--- src/rtl/instr_fetch_unit_if.sv ---
// Fetch-unit bus bundle: instruction-memory request/response, redirect strobe and decode-side queue head.
// The master modport is the fetch unit; the slave modport is memory plus decode.
interface instr_fetch_unit_if;
  logic        imem_req;
  logic [31:0] imem_addr;
  logic        imem_gnt;
  logic        imem_rvalid;
  logic [31:0] imem_rdata;
  logic        redirect_valid;
  logic [31:0] redirect_pc;
  logic        instr_valid;
  logic [31:0] instr;
  logic [31:0] instr_pc;
  logic        instr_ready;

  modport master (
    output imem_req, imem_addr, instr_valid, instr, instr_pc,
    input  imem_gnt, imem_rvalid, imem_rdata, redirect_valid, redirect_pc, instr_ready
  );

  modport slave (
    input  imem_req, imem_addr, instr_valid, instr, instr_pc,
    output imem_gnt, imem_rvalid, imem_rdata, redirect_valid, redirect_pc, instr_ready
  );
endinterface

--- src/rtl/instr_fetch_unit.sv ---
// Instruction fetch unit: single-outstanding fetch FSM feeding a QDEPTH-entry instruction queue.
// Redirects flush the queue and retarget fetch; a response already in flight is discarded.
//
// state  | meaning
// S_IDLE | queue (plus in-flight slot) full, waiting for space
// S_REQ  | imem_req asserted at r_req_addr, waiting for imem_gnt
// S_WAIT | request granted, waiting for imem_rvalid
module instr_fetch_unit #(
  parameter logic [31:0] RESET_PC = 32'h0000_0000,
  parameter int          QDEPTH   = 4
) (
  input  logic                  clk,
  input  logic                  rst,
  instr_fetch_unit_if.master    bus
);

  localparam int PW = $clog2(QDEPTH);
  localparam int CW = PW + 1;
  localparam logic [CW-1:0] QD = CW'(QDEPTH);

  typedef enum logic [1:0] {S_IDLE, S_REQ, S_WAIT} state_t;

  state_t        r_state;
  logic [31:0]   r_fetch_pc;
  logic [31:0]   r_req_addr;
  logic          r_imem_req;
  logic          r_discard;
  logic [31:0]   r_q_instr [QDEPTH];
  logic [31:0]   r_q_pc    [QDEPTH];
  logic [PW-1:0] r_rd_ptr;
  logic [PW-1:0] r_wr_ptr;
  logic [CW-1:0] r_count;

  logic          w_redirect;
  logic [31:0]   w_target;
  logic          w_rsp;
  logic          w_push;
  logic          w_pop;
  logic [CW-1:0] w_count_nxt;
  logic          w_unused_bits;

  assign w_redirect    = bus.redirect_valid;
  assign w_target      = {bus.redirect_pc[31:2], 2'b00};
  assign w_unused_bits = ^bus.redirect_pc[1:0];
  assign w_rsp         = (r_state == S_WAIT) && bus.imem_rvalid;
  assign w_push        = w_rsp && !r_discard && !w_redirect;
  assign w_pop         = (r_count != '0) && bus.instr_ready && !w_redirect;

  always_comb begin
    w_count_nxt = r_count;
    case ({w_push, w_pop})
      2'b10:   w_count_nxt = r_count + 1'b1;
      2'b01:   w_count_nxt = r_count - 1'b1;
      default: w_count_nxt = r_count;
    endcase
  end

  always_ff @(posedge clk or negedge rst) begin
    if (!rst) begin
      r_rd_ptr <= '0;
      r_wr_ptr <= '0;
      r_count  <= '0;
      for (int i = 0; i < QDEPTH; i++) begin
        r_q_instr[i] <= '0;
        r_q_pc[i]    <= '0;
      end
    end else if (w_redirect) begin
      r_rd_ptr <= '0;
      r_wr_ptr <= '0;
      r_count  <= '0;
    end else begin
      if (w_push) begin
        r_q_instr[r_wr_ptr] <= bus.imem_rdata;
        r_q_pc[r_wr_ptr]    <= r_req_addr;
        r_wr_ptr            <= r_wr_ptr + 1'b1;
      end
      if (w_pop) r_rd_ptr <= r_rd_ptr + 1'b1;
      r_count <= w_count_nxt;
    end
  end

  always_ff @(posedge clk or negedge rst) begin
    if (!rst) begin
      r_state    <= S_IDLE;
      r_fetch_pc <= RESET_PC;
      r_req_addr <= RESET_PC;
      r_imem_req <= 1'b0;
      r_discard  <= 1'b0;
    end else if (w_redirect) begin
      r_fetch_pc <= w_target;
      case (r_state)
        S_REQ: begin
          if (bus.imem_gnt) begin
            // granted in the redirect cycle: the reply is still coming and must be dropped
            r_state    <= S_WAIT;
            r_imem_req <= 1'b0;
            r_discard  <= 1'b1;
          end else begin
            r_req_addr <= w_target;
          end
        end
        S_WAIT: begin
          if (bus.imem_rvalid) begin
            r_state    <= S_REQ;
            r_imem_req <= 1'b1;
            r_req_addr <= w_target;
            r_discard  <= 1'b0;
          end else begin
            r_discard  <= 1'b1;
          end
        end
        default: begin
          r_state    <= S_REQ;
          r_imem_req <= 1'b1;
          r_req_addr <= w_target;
        end
      endcase
    end else begin
      case (r_state)
        S_IDLE: begin
          if (r_count < QD) begin
            r_state    <= S_REQ;
            r_imem_req <= 1'b1;
            r_req_addr <= r_fetch_pc;
          end
        end
        S_REQ: begin
          if (bus.imem_gnt) begin
            r_state    <= S_WAIT;
            r_imem_req <= 1'b0;
            r_fetch_pc <= r_fetch_pc + 32'd4;
          end
        end
        S_WAIT: begin
          if (bus.imem_rvalid) begin
            r_discard <= 1'b0;
            if (w_count_nxt < QD) begin
              r_state    <= S_REQ;
              r_imem_req <= 1'b1;
              r_req_addr <= r_fetch_pc;
            end else begin
              r_state    <= S_IDLE;
            end
          end
        end
        default: begin
          r_state    <= S_IDLE;
          r_imem_req <= 1'b0;
        end
      endcase
    end
  end

  assign bus.imem_req    = r_imem_req;
  assign bus.imem_addr   = r_req_addr;
  assign bus.instr_valid = (r_count != '0);
  assign bus.instr       = r_q_instr[r_rd_ptr];
  assign bus.instr_pc    = r_q_pc[r_rd_ptr];

endmodule

--- src/flat_wrapper.sv ---
// flat-port wrapper written by rule: the top's interface ports become plain ports
module instr_fetch_unit_flat 
#(
  parameter logic [31:0] RESET_PC = 32'h0000_0000,
  parameter int          QDEPTH   = 4
)
  (clk, rst, bus_imem_req, bus_imem_addr, bus_instr_valid, bus_instr, bus_instr_pc, bus_imem_gnt, bus_imem_rvalid, bus_imem_rdata, bus_redirect_valid, bus_redirect_pc, bus_instr_ready);
  instr_fetch_unit_if bus_i ();
  input  logic clk;
  input  logic rst;
  output wire logic [$bits(bus_i.imem_req)-1:0] bus_imem_req;
  output wire logic [$bits(bus_i.imem_addr)-1:0] bus_imem_addr;
  output wire logic [$bits(bus_i.instr_valid)-1:0] bus_instr_valid;
  output wire logic [$bits(bus_i.instr)-1:0] bus_instr;
  output wire logic [$bits(bus_i.instr_pc)-1:0] bus_instr_pc;
  input wire logic [$bits(bus_i.imem_gnt)-1:0] bus_imem_gnt;
  input wire logic [$bits(bus_i.imem_rvalid)-1:0] bus_imem_rvalid;
  input wire logic [$bits(bus_i.imem_rdata)-1:0] bus_imem_rdata;
  input wire logic [$bits(bus_i.redirect_valid)-1:0] bus_redirect_valid;
  input wire logic [$bits(bus_i.redirect_pc)-1:0] bus_redirect_pc;
  input wire logic [$bits(bus_i.instr_ready)-1:0] bus_instr_ready;
  assign bus_imem_req = bus_i.imem_req;
  assign bus_imem_addr = bus_i.imem_addr;
  assign bus_instr_valid = bus_i.instr_valid;
  assign bus_instr = bus_i.instr;
  assign bus_instr_pc = bus_i.instr_pc;
  assign bus_i.imem_gnt = bus_imem_gnt;
  assign bus_i.imem_rvalid = bus_imem_rvalid;
  assign bus_i.imem_rdata = bus_imem_rdata;
  assign bus_i.redirect_valid = bus_redirect_valid;
  assign bus_i.redirect_pc = bus_redirect_pc;
  assign bus_i.instr_ready = bus_instr_ready;
  instr_fetch_unit #(.RESET_PC(RESET_PC), .QDEPTH(QDEPTH)) u_core (.clk(clk), .rst(rst), .bus(bus_i));
endmodule
--- config.mk ---
export PLATFORM = sky130hd
export DESIGN_NAME = instr_fetch_unit_flat
export DESIGN_NICKNAME = d
export VERILOG_FILES = /design/src/rtl/instr_fetch_unit_if.sv /design/src/rtl/instr_fetch_unit.sv /design/src/flat_wrapper.sv
export SDC_FILE = /design/constraint.sdc
export NUM_CORES = 1
export LEC_CHECK = 0
export BUFFER_PORTS_ARGS = -buffer_cell sky130_fd_sc_hd__buf_4
export CORE_MARGIN = 2
export CORE_UTILIZATION = 55
export DETAILED_ROUTE_END_ITERATION = 10
export PLACE_DENSITY_LB_ADDON = 0.15
export SYNTH_ARGS = -nofsm -noshare
export SYNTH_HDL_FRONTEND = slang
export SYNTH_SLANG_ARGS = --single-unit
--- constraint.sdc ---
create_clock -name clk -period 6.5 [get_ports clk]
set_clock_uncertainty 0.05 [all_clocks]
set_input_delay 0.65 -clock clk [delete_from_list [all_inputs] [get_ports clk]]
set_output_delay 0.65 -clock clk [all_outputs]
set_load 0.1 [all_outputs]
# ---- Word level (Yosys, flattened, before mapping)
# Index checks and enable logic that the tools add are counted.
dict set report totals {
  input_bits 70
  reg_bits 331
  out_inout_bits 98
  word_cells 111
}
dict set report op_classes {
  eq_ne 9
  add_sub_neg 5
  n_mux 49
  n_reduce_logical 24
  magnitude_cmp 5
  bitwise 3
}
# op n
set op_table {}
lappend op_table {{$mux W32} 14}
lappend op_table {{$bwmux W128} 2}
lappend op_table {{$bmux W32 S2} 2}
lappend op_table {{$pmux W32 S2} 2}
lappend op_table {{$demux W32 S2} 1}
lappend op_table {{$add A32 B3 Y32 const B} 1}
lappend op_table {{$mux W2} 9}
lappend op_table {{$reduce_bool A2 Y1} 7}
lappend op_table {{$mux W1} 12}
lappend op_table {{$ne A3 B3 Y1 const B} 3}
lappend op_table {{$ge A3 B3 Y1 const B} 2}
lappend op_table {{$logic_and A1 B1 Y1} 6}
lappend op_table {{$lt A3 B3 Y1 const B} 2}
lappend op_table {{$not A2 Y3} 2}
lappend op_table {{$pmux W2 S3} 1}
lappend op_table {{$pmux W3 S2} 1}
lappend op_table {{$reduce_and A2 Y1} 3}
lappend op_table {{$reduce_bool A3 Y1} 2}
lappend op_table {{$reduce_and A5 Y1} 1}
lappend op_table {{$add A2 B1 Y2 const B} 2}
lappend op_table {{$eq A2 B1 Y1 const B} 2}
lappend op_table {{$eq A2 B2 Y1 const B} 2}
lappend op_table {{$pmux W1 S2} 2}
lappend op_table {{$pmux W2 S2} 1}
lappend op_table {{other kinds (12)} 13}

# ---- Longest topological paths before layout
# Gate-level depths: netlist (run 1).
dict set report logic_depth {
  depth_word 11
  depth_mapped 14
  ltp_nobuf 11
}

# ---- Worst setup path before layout (run 1)
# No wires, ideal clock.
dict set report synth_path {
  path_type {input port to flip-flop}
  start {input bus_redirect_valid}
  end {register u_core.r_req_addr[10] (netlist: u_core.bus.imem_addr[10])}
  slack_ns 2.715
  stages 13
  t_arrival_ns 3.610
  n_path_buf 4
  setup_time_ns 0.126
  required_ns 6.324
  cell_sequence {clkbuf_1 > clkbuf_1 > clkbuf_1 > or2_2 > inv_1 > ha_1 > fa_1 > xnor2_1 > or3_1 > a21oi_2 > a2111oi_4 > buf_6 > mux2_2}
}
dict set report synth_between {
  elab_chain_len 7
  elab_cells_between_ends 13
  classes_between {order compare (1); eq/ne (5); mux (2); reduce/logical (5)}
}
# item line_no
set synth_rtl {}
lappend synth_rtl {{from (decl)} flat_wrapper.sv:19} ;# input wire logic [$bits(bus_i.redirect_valid)-1:0] bus_redirect_valid;
lappend synth_rtl {{$logic_not A1 Y1} {instr_fetch_unit.sv:46, instr_fetch_unit.sv:47}}
lappend synth_rtl {{$logic_and A1 B1 Y1, on equally long branches} {instr_fetch_unit.sv:47, instr_fetch_unit.sv:46}}
lappend synth_rtl {{$eq A2 B1 Y1 / $eq A2 B2 Y1 (equally long branches)} instr_fetch_unit.sv:51} ;# case ({w_push, w_pop})
lappend synth_rtl {{$pmux W3 S2} instr_fetch_unit.sv:51}
lappend synth_rtl {{$lt A3 B3 Y1} instr_fetch_unit.sv:137} ;# if (w_count_nxt < QD) begin
lappend synth_rtl {{$ne A3 B3 Y1 (no source line)} -}
lappend synth_rtl {{$reduce_and A5 Y1 (no source line)} -}
lappend synth_rtl {{to (signal assigned)} instr_fetch_unit.sv:99} ;# r_req_addr <= w_target;
lappend synth_rtl {{to (signal assigned)} instr_fetch_unit.sv:124} ;# r_req_addr <= r_fetch_pc;
lappend synth_rtl {{to (signal assigned)} instr_fetch_unit.sv:140} ;# r_req_addr <= r_fetch_pc;
lappend synth_rtl {{to (decl)} instr_fetch_unit.sv:25} ;# logic [31:0] r_req_addr;
# Several ways; a longest one is shown, not always the timed one.
# A chain may end at the register's enable or synchronous reset.

# ---- Worst setup path after layout (run 1)
dict set report layout_path {
  start {register u_core.r_state[0]}
  end {register u_core.r_req_addr[22] (netlist: u_core.bus.imem_addr[22])}
}
dict set report layout_between {
  elab_chain_len 9
  elab_cells_between_ends 19
  classes_between {order compare (1); eq/ne (8); mux (4); reduce/logical (6)}
}
# item line_no
set layout_rtl {}
lappend layout_rtl {{from (decl)} instr_fetch_unit.sv:23} ;# state_t r_state;
lappend layout_rtl {{from (signal assigned)} instr_fetch_unit.sv:84} ;# r_state <= S_IDLE;
lappend layout_rtl {{from (signal assigned)} instr_fetch_unit.sv:95} ;# r_state <= S_WAIT;
lappend layout_rtl {{from (signal assigned)} instr_fetch_unit.sv:104} ;# r_state <= S_REQ;
lappend layout_rtl {{$eq A2 B2 Y1} {instr_fetch_unit.sv:45, instr_fetch_unit.sv:91, instr_fetch_unit.sv:119}}
lappend layout_rtl {{$logic_and A1 B1 Y1} instr_fetch_unit.sv:45} ;# assign w_rsp = (r_state == S_WAIT) && bus.imem_rvalid;
lappend layout_rtl {{$logic_and A1 B1 Y1 (2 in series)} instr_fetch_unit.sv:46} ;# assign w_push = w_rsp && !r_discard && !w_redirect;
lappend layout_rtl {{$eq A2 B1 Y1 / $eq A2 B2 Y1 (equally long branches)} instr_fetch_unit.sv:51}
lappend layout_rtl {{$pmux W3 S2} instr_fetch_unit.sv:51}
lappend layout_rtl {{$lt A3 B3 Y1} instr_fetch_unit.sv:137}
lappend layout_rtl {{$ne A3 B3 Y1 (no source line)} -}
lappend layout_rtl {{$reduce_and A5 Y1 (no source line)} -}
# Several ways; a longest one is shown, not always the timed one.

==> metrics.cfg, run 1 <==
[run_status]
outcome = finished, final reports clean

[final_layout]
area_growth_syn_to_layout_pct = 17.5
postLayoutCellArea_mm2 = 0.0173
antenna_cells = 0
stdcell_count = 1508
fin_nets = 1228
layout-drive-gt1-share_pct = 30.8
fin_util_pct = 66.0

[grt]
grt_pass1_vias = 9091
antenna_found_initial = 0
gr-total-overflow = 0
grt_pass1_wl_um = 48800
grt_usage_pct = 21.7
grt_max_degree = 173

[pwr]
leakage_nw = 8.63
peakVddDrop_v = 0.000421
p_per_area_mw_per_mm2 = 461

[synthesis]
synth-seq-cells = 324
synth.area.top_cells = dfrtp_1 55%, mux2_1 17%, mux4_2 9.6%
netlist.area_leader.share_pct = 55.1
yosys-top-cells-count = 324 x dfrtp_1, 227 x mux2_1, 63 x mux4_2
synth.area.mux_share_pct = 31.4
yosysSeqAreaShare_pct = 55.1
synth-compound-area-share_pct = 2.90
synth_most_common_cell = dfrtp_1
synthSimpleGateAreaFrac_pct = 5.07
synth_cell_types = 52
synth-xor-area-share_pct = 1.49
netlist_area_mm2 = 0.0147
synth_area_leader_cell = dfrtp_1
synth_top_family_by_area = multiplexers
avgSynthCellArea_um2 = 14.7
synthAdderAreaFrac_pct = 0.731
synthArstFlopShare_pct = 100
ys.flop_type = dfrtp_1
syn-num-nets = 1078
synth_enable_flop_cells = 0
synthCells = 1000
yosys_warnings = 0

[placement]
pre_cts_ws_ns = 2.22
dp.cells = 1446
dpl_cell_area_mm2 = 0.0161
portBuffers = 165
gp_congestion = 0.755
dpl.hpwl_um = 17500

[route]
dr_total_vias = 8567
wl_per_cell_um = 19.3
postRouteAntennaNets = 0
drc = 0
drt-total-wl_um = 29100
drtIter0Drc = 514
via_per_inst = 5.68
drt_first_pass_iters = 4

[timing]
maxSlewViolCount = 0
fin_ws_ns = 2.48
setup_viol = 0
finalSetupTns_ns = 0
relSlewSlack_pct = 28.1
max_slew.worst_pin.slew_ns = 1.08
rsz0062_at_grt = false
fmax_mhz = 249
hold_viol_final = 0
finalCriticalPeriod_ns = 4.02
finalCritPeriodShare_pct = 61.8

[critical_path]
crit_type = reg2reg
critPathRequiredTime_ns = 6.84
cp_max_fo = 31
arrival_ns = 4.36
start_kind = flop
cp-end-kind = flop

[floorplan]
num_rows = 59
io_pins = 168
design.core.area_mm2 = 0.0262
die_height_um = 168
fp.dieW_um = 168
dieArea_mm2 = 0.0281
start_util_pct = 56.2

[cts]
cts-hold-fix-buffers = 0
cts_max_path_buffers = 3
cts_repair_resize_count = 0
cts-root-buf = clkbuf_16
clk_pin_slew_ns = 0.06
cts.sinks = 324
clkLatencyLatePin_ns = 0.50
h-tree-depth = 2
post_cts_buffers = 0
cts_inserted_buffers = 37
cts_tree = built

[min_path]
min_path_type = in2async

[flow_run]
cap_violations = 0

path summary, 6_finish.rpt:
| path | startpoint | end | slack [ns] | cells after the start |
|---|---|---|---|---|
| max in group asynchronous | rst | u_core.bus.imem_addr[21] | 4.91 | 2 |
| hold / removal | rst | u_core.r_q_instr[124] | 0.12 | 1 |
| setup reg to reg | u_core.r_state[0] | u_core.bus.imem_addr[22] | 2.48 | 12 |
| min in group clk | bus_redirect_pc[19] | u_core.r_fetch_pc[19] | 0.32 | 3 |
| setup / recovery | u_core.r_state[0] | u_core.bus.imem_addr[22] | 2.48 | 12 |
| hold reg to reg | u_core.bus.imem_req | u_core.bus.imem_req | 0.43 | 1 |
layer usage:
layer / GRT usage (%) / share of wire [%] / vias to the layer above
li1: - / - / 3935
met1: 29.4 / 45 / 4419
met4: 5.56 / 2.1 / 0
met5: 0 / 0 / -
met3: 4.28 / 4.7 / 50
met2: 36.3 / 48 / 163
registers in the layout, summed over array words and instances (netlist names):
signal,cells
u_core.r_fetch_pc,30
u_core.bus.imem_req,1
u_core.r_wr_ptr,2
u_core.r_rd_ptr,2
u_core.r_discard,1
u_core.r_state,2
u_core.r_count,3
u_core.bus.imem_addr,31
u_core.r_q_instr,128
u_core.r_q_pc,124
cell families after synthesis:
| kind of cell | count (synthesis) |
|---|---|
| buffers and inverters | 89 |
| xor gates and xnor gates | 25 |
| and+or+nand+nor | 132 |
| adders and majority gates | 8 |
| muxes | 348 |
| DFF | 324 |
| AOI/OAI and AO/OA | 74 |
layout by cell type, fill, tap and decap left out, types with 3 or more instances in the layout:
cell,Yosys,final
mux2_2,56,56
mux2_1,227,227
clkinv_2,0,6
clkbuf_16,0,37
o21ai_0,55,55
buf_4,2,167
a21oi_1,6,6
clkbuf_1,20,4
nor2_1,21,21
mux4_2,63,63
clkbuf_8,0,9
ha_1,7,7
nand3b_1,4,4
bufinv_16,0,4
dfrtp_1,324,322
nand2_4,4,4
inv_1,31,31
nand3_1,13,13
nand4_1,10,10
nand2_1,39,39
o211ai_1,3,3
nor3_1,11,11
xnor2_1,23,23
nor2b_1,6,6
critical path, stage by stage (launching register included):
cell,delay (ns)
dfrtp_1,0.50
nand2b_4,0.22
nor3b_4,0.25
and2b_1,0.42
inv_1,0.09
ha_1,0.26
fa_1,0.39
xnor2_1,0.27
or3_1,0.17
a21oi_2,0.09
a2111oi_4,0.37
buf_4,0.44
mux2_2,0.39
report_power, final:
part           internal, mW  switching, mW
sequential             2.33          0.285
combinational         0.801           2.46
clock                  1.30          0.795
total                  4.43           3.54
metrics by stage:
stage | power [mW] | hold slack [ns]
2_1_floorplan | 5.23 | 0.304
3_5_place_dp | 5.93 | 0.422
5_1_grt | 8.27 | 0.169
6_report | 7.97 | 0.121
4_1_cts | 8.06 | 0.149
3_3_place_gp | 5.90 | 0.416
final cells by class:
cell class,instances,area (um2)
tap,335,419
multi-input combinational,587,6130
sequential,324,8120
clock buffer,50,1060
fill,1925,8910
clock inverter,12,168
timing repair buffer,169,1290
inverter,31,116
Power figures use the tool's default switching activity.
==> run 2: changes to the inputs <==
clock period = 4.1 ns   (was 6.5 ns; I/O delays follow)
==> metrics.cfg, run 2 (synthesis gave the netlist of run 1 again) <==
[run_status]
outcome = finished, final reports clean

[route]
drt-total-wl_um = 29500  ; +1.3%
drc = 0  ; unchanged
wl_met3_um = 1470  ; +7.5%
drt_first_pass_iters = 4  ; unchanged
via_per_inst = 5.71  ; +0.52%
wl_per_cell_um = 19.5  ; +0.88%
dr_total_vias = 8646  ; +0.92%
drtIter0Drc = 438  ; -15%
routed.top_layer = met4
wl_met1_um = 13200  ; +1.0%
postRouteAntennaNets = 0  ; unchanged
wl_met2_um = 14400  ; +2.2%

[critical_path]
cpMaxStageDelayCell = dfrtp_1
r2r-start = u_core.r_state[0]
reg2reg_to = u_core.bus.imem_addr[17]
cp-end-kind = flop
max_stage_delay_ns = 0.50  ; about the same
cp_max_fo = 17  ; -45%
rr_worst_depth = 12  ; unchanged
r2r_setup_slack_ns = 0.48  ; -2.00 ns
arrival_ns = 3.95  ; -0.41 ns
critPathRequiredTime_ns = 4.43  ; -2.41 ns
start_kind = flop
crit_type = reg2reg
cp_cell_sequence = nand2b_4, nor3b_4, and2b_1, inv_1, ha_1, fa_1, xnor2_1, or3_1, a21oi_2, a2111oi_4, buf_4, mux2_2

[min_path]
hold_depth = 2
min_path_type = in2reg
holdPathEnd = u_core.r_count[0]
hp-start = bus_redirect_valid

[cts]
cts_max_path_buffers = 3  ; unchanged
h-tree-depth = 2  ; unchanged
cts_repair_resize_count = 0  ; unchanged
cts_inserted_buffers = 36  ; -2.7%
cts.sinks = 324  ; unchanged
clkLatencyLatePin_ns = 0.50  ; about the same
cts_tree = built
cts-root-buf = clkbuf_16
clk_pin_slew_ns = 0.06  ; about the same
post_cts_buffers = 0  ; unchanged

[grt]
grt_pass1_vias = 9037  ; -0.59%
grt_pass1_wl_um = 48900  ; +0.31%
gr-total-overflow = 0  ; unchanged
grt_usage_pct = 21.8  ; +0.15 points
antenna_found_initial = 1  ; +1
grt_max_degree = 114  ; -34%

[timing]
max_slew.worst_pin.slew_ns = 1.07  ; -0.00438 ns
finalSetupTns_ns = 0  ; unchanged
setup_viol = 0  ; unchanged
fmax_mhz = 276  ; +11%
hold_viol_final = 0  ; unchanged
finalCriticalPeriod_ns = 3.62  ; -0.400 ns
finalCritPeriodShare_pct = 88.3  ; +26 points
rsz0062_at_grt = false
relSlewSlack_pct = 28.4  ; +0.36 points
maxSlewViolCount = 0  ; unchanged
fin_ws_ns = 0.481  ; -2.00 ns

[floorplan]
die_height_um = 168  ; unchanged
design.core.area_mm2 = 0.0262  ; unchanged
num_rows = 59  ; unchanged
fp.dieW_um = 168  ; unchanged
start_util_pct = 56.2  ; unchanged
io_pins = 168  ; unchanged
dieArea_mm2 = 0.0281  ; unchanged

[final_layout]
largest_reg_flops = 128  ; unchanged
fillers = 1976  ; +2.6%
final_cell_mix = 322 x dfrtp_1, 227 x mux2_1, 174 x buf_4, 63 x mux4_2, 56 x mux2_2
top_register = u_core.r_q_instr
area_growth_syn_to_layout_pct = 17.1
layout-drive-gt1-share_pct = 30.4  ; -0.39 points
fin_nets = 1236  ; +0.65%
mostFrequentLayoutCell = dfrtp_1

[pwr]
peakVddDrop_v = 0.000659  ; +57%
leakage_nw = 8.60  ; -0.34%
p_per_area_mw_per_mm2 = 716  ; +55%

[flow_run]
cap_violations = 0  ; unchanged

[placement]
pre_cts_ws_ns = 0.496  ; -1.72 ns
gp_congestion = 0.785  ; +3.9%
portBuffers = 165  ; unchanged
dpl.hpwl_um = 18300  ; +4.5%

run 2: repair_timing:
item / CTS / global route
endpoints found under the hold margin: 103 / 0
hold buffers: 1 / 0
setup endpoints to repair: 0 / 0
run 2: layer usage:
metal / vias up / GRT usage (%)
met1: 4506 / 30.5
li1: 3940 / -
met4: 0 / 4.35
met5: - / 0
met3: 39 / 4.59
met2: 161 / 36.0
run 2: how the worst max path moves through the flow:
| stage | slack (ns) | to | start | depth (start not counted) |
|---|---|---|---|---|
| 6_report | 0.48 | u_core.bus.imem_addr[17] | u_core.r_state[0] | 12 |
| 4_1_cts | 0.46 | u_core.bus.imem_addr[22] | u_core.r_state[0] | 12 |
| 2_1_floorplan | 0.32 | u_core.bus.imem_addr[10] | u_core.r_count[2] | 12 |
| 3_3_place_gp | 0.57 | u_core.bus.imem_addr[17] | u_core.r_state[0] | 12 |
| 3_5_place_dp | 0.50 | u_core.bus.imem_addr[22] | u_core.r_state[0] | 12 |
| 5_1_grt | 0.25 | u_core.bus.imem_addr[22] | u_core.r_state[0] | 12 |
run 2: final cells by class:
class / count / area (um2) / area share (%)
Sequential cell: 324 / 8120 / 47.1
Multi-Input combinational cell: 587 / 6130 / 35.5
Timing Repair Buffer: 178 / 1370 / 7.95
Clock buffer: 57 / 1090 / 6.33
Tap cell: 335 / 419 / 2.43
Inverter: 31 / 116 / 0.675
Clock inverter: 1 / 5.00 / 0.0290
Antenna cell: 1 / 2.50 / 0.0145
run 2: worst max-delay path: cells and delay by family (launching register included):
kind | cells | cell delay [ns]
and+or+nand+nor | 4 | 0.82
adders and majority gates | 2 | 0.63
DFF | 1 | 0.50
AOI/OAI and AO/OA | 2 | 0.49
muxes | 1 | 0.37
buffers and inverters | 2 | 0.35
xor gates and xnor gates | 1 | 0.28
run 2: per-stage QoR:
stage               std cells  total power, mW  utilization [%]  instance area (um2)  hold slack (ns)
global route             1513             12.8             65.8                17200           0.0540
detailed placement       1454             9.43             61.6                16100            0.421
global placement         1454             9.37             61.6                16100            0.418
floorplan                1000             8.30                -                14700           0.0644
CTS                      1513             12.5             65.8                17200           0.0492
finish                   1514             12.3             65.8                17200           0.0681
run 2: report_power, final:
part,leakage [nW],switching [mW],internal (mW),total [mW]
registers,4.36,0.451,3.69,4.14
clock network,0.538,1.20,1.81,3.00
logic,3.71,3.92,1.28,5.20
total,8.60,5.56,6.78,12.3
==> run 3: changes to the inputs <==
--- a/config.mk
+++ b/config.mk
@@ -11,2 +11,3 @@
 export DETAILED_ROUTE_END_ITERATION = 10
+export MAX_ROUTING_LAYER = met4
 export PLACE_DENSITY_LB_ADDON = 0.15
==> constraint.sdc (replaced) <==
create_clock -name clk -period 4.1 [get_ports clk]
set_clock_uncertainty 0.05 [all_clocks]
set_input_delay 0.82 -clock clk [delete_from_list [all_inputs] [get_ports clk]]
set_output_delay 0.82 -clock clk [all_outputs]
set_load 0.1 [all_outputs]
==> metrics.cfg, run 3 (synthesis gave the netlist of run 1 again) <==
[critical_path]
cp_top_family = simple AND/OR/NAND/NOR gates
cpMaxStageDelayCell = dfrtp_1
start_kind = flop
max_stage_delay_ns = 0.49  ; about the same
cp_num_buf_inv = 2  ; unchanged
arrival_ns = 3.91  ; -0.04 ns
crit_type = reg2reg
cp-end-kind = flop
cp_max_fo = 31  ; +14
cp_cell_sequence = nand2b_4, nor3b_4, and2b_1, inv_1, ha_1, fa_1, xnor2_1, or3_1, a21oi_2, a2111oi_4, buf_12, mux2_2
critPathRequiredTime_ns = 4.44  ; about the same

[final_layout]
top_register = u_core.r_q_instr
area_growth_syn_to_layout_pct = 18.4
largest_reg_flops = 128  ; unchanged
final_cell_mix = 322 x dfrtp_1, 227 x mux2_1, 175 x buf_4, 63 x mux4_2, 56 x mux2_2
mostFrequentLayoutCell = dfrtp_1
fillers = 1905  ; -3.6%
layout-drive-gt1-share_pct = 31.4  ; +1.0 points
fin_nets = 1239  ; +0.24%
stdcell_count = 1523  ; +0.59%

[run_status]
outcome = finished, final reports clean

[route]
drtIter0Drc = 494  ; +13%
postRouteAntennaNets = 0  ; unchanged
drt-total-wl_um = 29800  ; +1.0%
via_per_inst = 5.66  ; -0.84%
dr_total_vias = 8624  ; -0.25%
drt_first_pass_iters = 6  ; +2
drc = 0  ; unchanged
wl_per_cell_um = 19.6  ; +0.42%

[cts]
post_cts_buffers = 0  ; unchanged
cts_max_path_buffers = 3  ; unchanged
h-tree-depth = 2  ; unchanged
cts_repair_resize_count = 0  ; unchanged
clkLatencyLatePin_ns = 0.51  ; about the same
clk_pin_slew_ns = 0.06  ; about the same
cts.sinks = 324  ; unchanged
cts-hold-fix-buffers = 0  ; -1
cts_inserted_buffers = 36  ; unchanged
cts-root-buf = clkbuf_16
cts_tree = built

[grt]
grt_usage_pct = 22.8  ; +1.0 points
antenna_found_initial = 1  ; unchanged
grt_pass1_wl_um = 49600  ; +1.5%
grt_pass1_vias = 9234  ; +2.2%
grt_max_degree = 102  ; -11%
gr-total-overflow = 0  ; unchanged

[floorplan]
die_height_um = 168  ; unchanged
fp.dieW_um = 168  ; unchanged
num_rows = 59  ; unchanged
start_util_pct = 56.2  ; unchanged
io_pins = 168  ; unchanged
design.core.area_mm2 = 0.0262  ; unchanged
dieArea_mm2 = 0.0281  ; unchanged

[pwr]
peakVddDrop_v = 0.000693  ; +5.3%
leakage_nw = 8.71  ; +1.2%
p_per_area_mw_per_mm2 = 726  ; +1.5%

[min_path]
min_path_type = in2async

[timing]
setup_viol = 0  ; unchanged
finalCritPeriodShare_pct = 87.2  ; -1.1 points
finalSetupTns_ns = 0  ; unchanged
relSlewSlack_pct = 27.9  ; -0.53 points
maxSlewViolCount = 0  ; unchanged
rsz0062_at_grt = false
hold_viol_final = 0  ; unchanged
finalCriticalPeriod_ns = 3.57  ; -0.0442 ns
fmax_mhz = 280  ; +1.2%
max_slew.worst_pin.slew_ns = 1.08  ; +0.00795 ns

[placement]
dp.cells = 1458  ; +0.28%
gp_congestion = 0.782  ; -0.38%
dpl.hpwl_um = 18700  ; +2.3%
portBuffers = 165  ; unchanged

[flow_run]
cap_violations = 0  ; unchanged

[run 3: cell type report]
type	instances	area [um2]	area share (%)
antenna	1	2.50	0.0144
clock buffer	51	1060	6.07
clock inverter	13	165	0.947
inverter	31	116	0.668
multi-input combinational	587	6130	35.1
sequential	324	8120	46.6
tap	335	419	2.40
timing repair buffer	181	1430	8.20
[run 3: worst paths after layout]
kind / startpoint / endpoint / slack [ns] / cells after the start
min in group clk: u_core.r_q_instr[6] / u_core.r_q_instr[6] / 0.44 / 1
min: rst / u_core.r_q_instr[57] / 0.19 / 1
max in group asynchronous: rst / u_core.bus.imem_addr[18] / 2.92 / 2
max: u_core.r_state[0] / u_core.bus.imem_addr[11] / 0.53 / 12
max reg2reg: u_core.r_state[0] / u_core.bus.imem_addr[11] / 0.53 / 12
min reg2reg: u_core.r_q_instr[6] / u_core.r_q_instr[6] / 0.44 / 1
[run 3: through the flow]
step	power, mW	worst slack [ns]	area, um2	util [%]	hold slack (ns)
after CTS	12.8	0.518	17400	66.5	0.195
after global placement	9.39	0.347	16200	61.8	0.418
final	12.7	0.525	17400	66.5	0.193
after detailed placement	9.44	0.289	16200	61.8	0.425
after floorplan	8.30	0.145	14700	-	0.409
after global routing	13.1	0.259	17400	66.5	0.222
[run 3: metal layers]
layer  global-route usage (%)  wire [um]  vias to the layer above
met2                     36.5      14500                      155
met1                     30.9      13500                     4469
met3                     4.11       1260                       42
met4                     5.33        524                        0
met5                        -          0                        -
li1                         -          -                     3958
[run 3: report_power, final]
| part | switching (mW) | leakage (nW) | internal (mW) |
|---|---|---|---|
| combinational | 3.93 | 3.74 | 1.29 |
| sequential | 0.451 | 4.36 | 3.69 |
| clock | 1.25 | 0.612 | 2.05 |
| total | 5.63 | 8.71 | 7.03 |
